<file path="src/rtl/dsp_issue_sched.sv">
// dsp_issue_sched: shares one DSP between two requesters with round-robin, issue-interval and MAC-lock control
// Ports: clk/rst (sync, active-high); r0_*/r1_* valid/ready request channels carrying
// aa, bb, cc, mode, mac, id; dsp_* issue outputs to the DSP and dsp_out result input;
// rsp_valid/src/id/data in-order completion stream; busy while cooldown or tags in flight.
// Optional macro SCHED_PERF_CNT_EN adds perf_issue0, perf_issue1 and perf_stall counters.
module dsp_issue_sched #(
  parameter int N = 16,
  parameter int LAT = 3,
  parameter int ID_W = 4
) (
  input  logic            clk,
  input  logic            rst,
  input  logic            r0_valid,
  output logic            r0_ready,
  input  logic [N-1:0]    r0_aa,
  input  logic [N-1:0]    r0_bb,
  input  logic [2*N-1:0]  r0_cc,
  input  logic [1:0]      r0_mode,
  input  logic            r0_mac,
  input  logic [ID_W-1:0] r0_id,
  input  logic            r1_valid,
  output logic            r1_ready,
  input  logic [N-1:0]    r1_aa,
  input  logic [N-1:0]    r1_bb,
  input  logic [2*N-1:0]  r1_cc,
  input  logic [1:0]      r1_mode,
  input  logic            r1_mac,
  input  logic [ID_W-1:0] r1_id,
  output logic            dsp_start,
  output logic [1:0]      dsp_mode,
  output logic            dsp_mac,
  output logic [N-1:0]    dsp_aa,
  output logic [N-1:0]    dsp_bb,
  output logic [2*N-1:0]  dsp_cc,
  input  logic [2*N-1:0]  dsp_out,
  output logic            rsp_valid,
  output logic            rsp_src,
  output logic [ID_W-1:0] rsp_id,
  output logic [2*N-1:0]  rsp_data,
  output logic            busy
`ifdef SCHED_PERF_CNT_EN
  ,
  output logic [31:0]     perf_issue0,
  output logic [31:0]     perf_issue1,
  output logic [31:0]     perf_stall
`endif
);
  typedef struct packed {
    logic            v;
    logic            src;
    logic [ID_W-1:0] id;
  } tag_t;
  tag_t tags [LAT+3];
  tag_t nxt [LAT+3];
  logic rr, lock_v, lock_own, e0, e1, win, go, drain, inflight, w_mac, h_mac;
  logic [1:0] cur_mode, cnt, w_mode, ii_m1, h_mode;
  logic [N-1:0] w_aa, w_bb, h_aa, h_bb;
  logic [2*N-1:0] w_cc, h_cc;
  logic [ID_W-1:0] w_id;
  always_comb begin
    e0 = r0_valid && !(lock_v && lock_own);
    e1 = r1_valid && !(lock_v && !lock_own);
    win = (e0 && e1) ? rr : e1;
    w_aa = win ? r1_aa : r0_aa;
    w_bb = win ? r1_bb : r0_bb;
    w_cc = win ? r1_cc : r0_cc;
    w_mac = win ? r1_mac : r0_mac;
    w_id = win ? r1_id : r0_id;
    w_mode = win ? {r1_mode[1], r1_mode[0] & ~r1_mode[1]} : {r0_mode[1], r0_mode[0] & ~r0_mode[1]};
    ii_m1 = w_mode[1] ? 2'd3 : {1'b0, w_mode[0]};
    // slot 0 retires this cycle, so only later slots hold back a mode change
    inflight = 1'b0;
    for (int i = 1; i < LAT + 3; i++) inflight |= tags[i].v;
    drain = (w_mode != cur_mode) && inflight;
    go = !rst && (e0 || e1) && cnt == 2'd0 && !drain;
    for (int i = 0; i < LAT + 2; i++) nxt[i] = tags[i+1];
    nxt[LAT+2] = '0;
    // entry position sets completion at LAT+II-1 cycles after issue
    for (int i = 0; i < LAT + 3; i++) if (go && i == LAT - 1 + int'(ii_m1)) nxt[i] = '{v: 1'b1, src: win, id: w_id};
  end
  assign r0_ready = go && !win;
  assign r1_ready = go && win;
  assign dsp_start = go;
  assign dsp_aa = go ? w_aa : h_aa;
  assign dsp_bb = go ? w_bb : h_bb;
  assign dsp_cc = go ? w_cc : h_cc;
  assign dsp_mode = go ? w_mode : h_mode;
  assign dsp_mac = go ? w_mac : h_mac;
  assign rsp_valid = !rst && tags[0].v;
  assign rsp_src = rsp_valid && tags[0].src;
  assign rsp_id = rsp_valid ? tags[0].id : '0;
  assign rsp_data = rsp_valid ? dsp_out : '0;
  assign busy = cnt != 2'd0 || inflight || tags[0].v;
  always_ff @(posedge clk) begin
    if (rst) begin
      rr <= 1'b0;
      lock_v <= 1'b0;
      lock_own <= 1'b0;
      cur_mode <= 2'd0;
      cnt <= 2'd0;
      h_aa <= '0;
      h_bb <= '0;
      h_cc <= '0;
      h_mode <= 2'd0;
      h_mac <= 1'b0;
      tags <= '{default: '0};
    end else begin
      tags <= nxt;
      cnt <= go ? ii_m1 : (cnt != 2'd0 ? cnt - 2'd1 : 2'd0);
      if (go) begin
        h_aa <= w_aa;
        h_bb <= w_bb;
        h_cc <= w_cc;
        h_mode <= w_mode;
        h_mac <= w_mac;
        cur_mode <= w_mode;
        // only the owner can win while locked, so this both sets and clears the lock
        lock_v <= w_mac;
        lock_own <= win;
        if (!lock_v) rr <= !win;
      end
    end
  end
`ifdef SCHED_PERF_CNT_EN
  always_ff @(posedge clk) begin
    if (rst) begin
      perf_issue0 <= '0;
      perf_issue1 <= '0;
      perf_stall <= '0;
    end else begin
      perf_issue0 <= perf_issue0 + {31'd0, r0_ready};
      perf_issue1 <= perf_issue1 + {31'd0, r1_ready};
      perf_stall <= perf_stall + {31'd0, (r0_valid || r1_valid) && !go};
    end
  end
`endif
endmodule

</file>
<file path="config.mk">
export PLATFORM = sky130hd
export DESIGN_NAME = dsp_issue_sched
export DESIGN_NICKNAME = d
export VERILOG_FILES = /design/src/rtl/dsp_issue_sched.sv
export SDC_FILE = /design/constraint.sdc
export NUM_CORES = 1
export LEC_CHECK = 0
export BUFFER_PORTS_ARGS = -buffer_cell sky130_fd_sc_hd__buf_2
export CAP_MARGIN = 20
export CORE_MARGIN = 8
export CORE_UTILIZATION = 50
export CTS_CLUSTER_SIZE = 30
export DETAILED_ROUTE_END_ITERATION = 6
export GPL_TIMING_DRIVEN = 0
export HOLD_SLACK_MARGIN = 0.1
export MAX_ROUTING_LAYER = met4
export PLACE_DENSITY = 0.95
export SYNTH_ARGS = -nofsm -noshare
export SYNTH_HDL_FRONTEND = slang
export SYNTH_SLANG_ARGS = --single-unit
</file>
<file path="constraint.sdc">
create_clock -name clk -period 4.4 [get_ports clk]
set_input_delay 0.44 -clock clk [delete_from_list [all_inputs] [get_ports clk]]
set_output_delay 0.44 -clock clk [all_outputs]
set_load 0.01 [all_outputs]
</file>
==> summary.txt <==
Run status
  – Outcome: finished clean

Die
  – I/O pins: 287
  – Die X: 121.8 µm
  – Core ar.: 10,890 µm²
  – Die height: 121.8 µm
  – Initial Util: 51.44%
  – Die ar.: 14,840 µm²
  – # rows: 38

Timing
  – Final Skew: 0.01856 ns
  – Worst Tran Pin Value: 0.7466 ns
  – Setup-failing EPs final: 0
  – Final Hold Fails: 0
  – Final Cycle Share: 74.66%
  – RSZ-0062 raised after global routing: no
  – TNS Setup: 0 ns
  – Crit path time final: 3.285 ns
  – Max-Slew Margin vs Limit: 50.23%
  – Slew Limit Fails: 0
  – FMAX: 0.3044 GHz

Logic synthesis
  – Mux cell area share after synthesis: 14.05%
  – Yosys warning count: 0
  – FF+latch count, synth: 110
  – Ranking of synthesized cells by area: dfxtp_1 (39%), mux2i_1 (14%), a211oi_2 (13%)
  – Most used DFF post-synth: dfxtp_1
  – Ys async rst share: 0%
  – Mapped Nets: 766
  – Number of cells produced by synthesis: 588
  – Complex-gate fraction of the synthesized area: 28.89%
  – Synthesized area per cell: 9.524 µm²
  – Number of enable flip-flop cells after synthesis: 0
  – Sequential share of the synthesized area: 39.32%
  – Post-Synth Simple-Gate Area: 12.09%
  – Top-area cell type share of the netlist area: 39.32%
  – Synthesized-area fraction occupied by adder cells: 0%
  – Synth Area in XOR/XNOR: 0%
  – Main combinational cell family by area after synthesis: compound AO/OA/AOI/OAI gates
  – Synth area leader: dfxtp_1
  – Mapped Area: 5600 µm²
  – Cell variety after synth: 45

Clock tree
  – Post CTS Setup Buffer Count: 0
  – PostCTS Resize Cnt: 0
  – Max clock buf depth: 2
  – TritonCTS Buffers: 9
  – CTS tree: yes
  – Clock latency at the later pin of the worst-skew pair: 0.36 ns
  – H-tree levels: 3
  – Clock Sinks: 110
  – Clk root buf: clkbuf_8
  – Clk pin slew, worst setup/hold paths: 0.10 ns
  – CTS Hold Buffers Added: 0

Place
  – Routability congestion estimate: 0.8225
  – # port buffers: 286
  – Post-DP HPWL: 15,220 µm

Routing
  – Post-DR vias/cell: 5.490
  – Total length of routed wires: 19,110 µm
  – DR pass1 iterations: 4
  – Drt drc: 0
  – Post-DR wirelength/cell: 18.52 µm
  – Final ANT Viol Nets: 0
  – Vias: 5,666
  – DRT iter0 DRCs: 310

GRT
  – Largest net degree at the start of global routing: 19
  – GRT Total Usage: 24.46%
  – Vias in the first global route: 5,671
  – Overflow after GRT: 0
  – Initial antenna violation count: 1
  – Global-route wire length before repair: 28,340 µm

Pwr
  – Leakage: 3.664 nW
  – Power per cell area: 497.6 nW/µm²
  – Maximum VDD drop: 0.3061 mV

Critical path
  – Worst endpoint required time: 3.96 ns
  – WS Path Type: flop to primary output
  – CP arrival: 2.85 ns
  – Worst-path maximum fanout: 10
  – CP endpoint kind: primary output
  – Worst setup SP type: flop

Run
  – Max_cap viols: 0

Layout
  – Area Overhead vs Synth: 32.69%
  – Fin util: 68.25%
  – Share of layout cells above drive strength 1: 45.12%
  – Nets: 1,064
  – Fillers: 886

Worst hold path
  – Hold Path Class: flop to flop
## cells by family (layout without fill, tap and decap cells)
family,after synthesis,in the layout
buf+inv,62,365
flops,110,110
mux,78,78
compound gates,217,217
simple gates,121,121
other cells,0,1
## critical path, cell delays in order (launching register included)
cell and delay (ns):
dfxtp_1 0.38, or3b_1 0.46, nand3_1 0.14, o2111ai_2 0.17, o21ai_4 0.34, nand2_4 0.12, inv_2 0.08, buf_2 0.24
buf_2 0.30, a21oi_1 0.11, buf_2 0.16
## flip-flops by register name (all words and copies together) (netlist names)
signal / count
lock_own: 1
tags: 36
h_bb: 16
rr: 1
cur_mode: 2
cnt: 2
h_mac: 1
h_cc: 32
h_mode: 2
h_aa: 16
lock_v: 1
## cell usage after synthesis (all sizes together), types with 2 or more instances
| master | instances |
|---|---|
| a21oi | 131 |
| dfxtp | 110 |
| mux2i | 76 |
| a211oi | 67 |
| and2 | 41 |
| buf | 31 |
| nor2b | 24 |
| clkbuf | 22 |
| nand2 | 21 |
| nor2 | 19 |
| inv | 9 |
| nand3 | 4 |
| nor3 | 4 |
| o21ai | 4 |
| a31o | 3 |
| nand2b | 3 |
| mux2 | 2 |
| nor3b | 2 |
| o2111ai | 2 |
## metal layers
layer  global-route usage, %  part of all wire (%)
met4                   10.02                   2.9
met1                   26.32                    39
met2                   43.01                    50
met5                       -                     0
met3                   4.905                   7.4
## layout make-up
cell class / instances / area [µm²] / share of cell area [%]
Multi-Input combinational cell: 416 / 3082 / 41.47
Timing Repair Buffer: 287 / 1436 / 19.33
Inverter: 9 / 33.78 / 0.4546
Buffer: 53 / 282.8 / 3.805
Sequential cell: 110 / 2202 / 29.63
Tap cell: 140 / 175.2 / 2.357
Antenna cell: 1 / 2.502 / 0.03368
Clock inverter: 5 / 65.06 / 0.8756
Clock buffer: 11 / 151.4 / 2.037
## power by group
part           internal [W]  switching [W]  leakage [nW]
Sequential          0.00117      0.0000615         0.901
Combinational      0.000699        0.00111          2.66
Clock              0.000301       0.000353         0.104
## stage by stage
step / hold slack [ns] / cell area (µm²) / power [W] / worst slack, ns / cells
2_1_floorplan: 0.4138 / 5600 / 0.002417 / 1.916 / 588
3_3_place_gp: 0.4159 / 7207 / 0.003007 / 1.282 / 1014
3_5_place_dp: 0.4242 / 7207 / 0.003058 / 1.238 / 1014
4_1_cts: 0.4365 / 7423 / 0.003700 / 1.087 / 1030
5_1_grt: 0.4519 / 7431 / 0.003900 / 0.9149 / 1032
6_report: 0.4416 / 7431 / 0.003697 / 1.115 / 1032
## final timing paths
kind / startpoint / end / slack (ns) / depth (start not counted)
setup / recovery: lock_v$_SDFFE_PP0P_ / dsp_cc[23] / 1.11 / 10
hold / removal: tags[4]$_SDFF_PP0_ / tags[10]$_SDFF_PP0_ / 0.44 / 1
setup reg to reg: lock_v$_SDFFE_PP0P_ / tags[12]$_SDFF_PP0_ / 1.80 / 7
hold reg to reg: tags[4]$_SDFF_PP0_ / tags[10]$_SDFF_PP0_ / 0.44 / 1
## cells in the final DEF (no fill, tap or decap), drive strengths merged, types with 2 or more instances in the layout
master	Yosys	final
a211oi	67	67
a21oi	131	131
a31o	3	3
and2	41	41
buf	31	318
clkbuf	22	33
clkinvlp	0	2
dfxtp	110	110
inv	9	11
mux2	2	2
mux2i	76	76
nand2	21	21
nand2b	3	3
nand3	4	4
nor2	19	19
nor2b	24	24
nor3	4	4
nor3b	2	2
o2111ai	2	2
o21ai	4	4
Note: power is estimated with default switching activity, not from simulation.
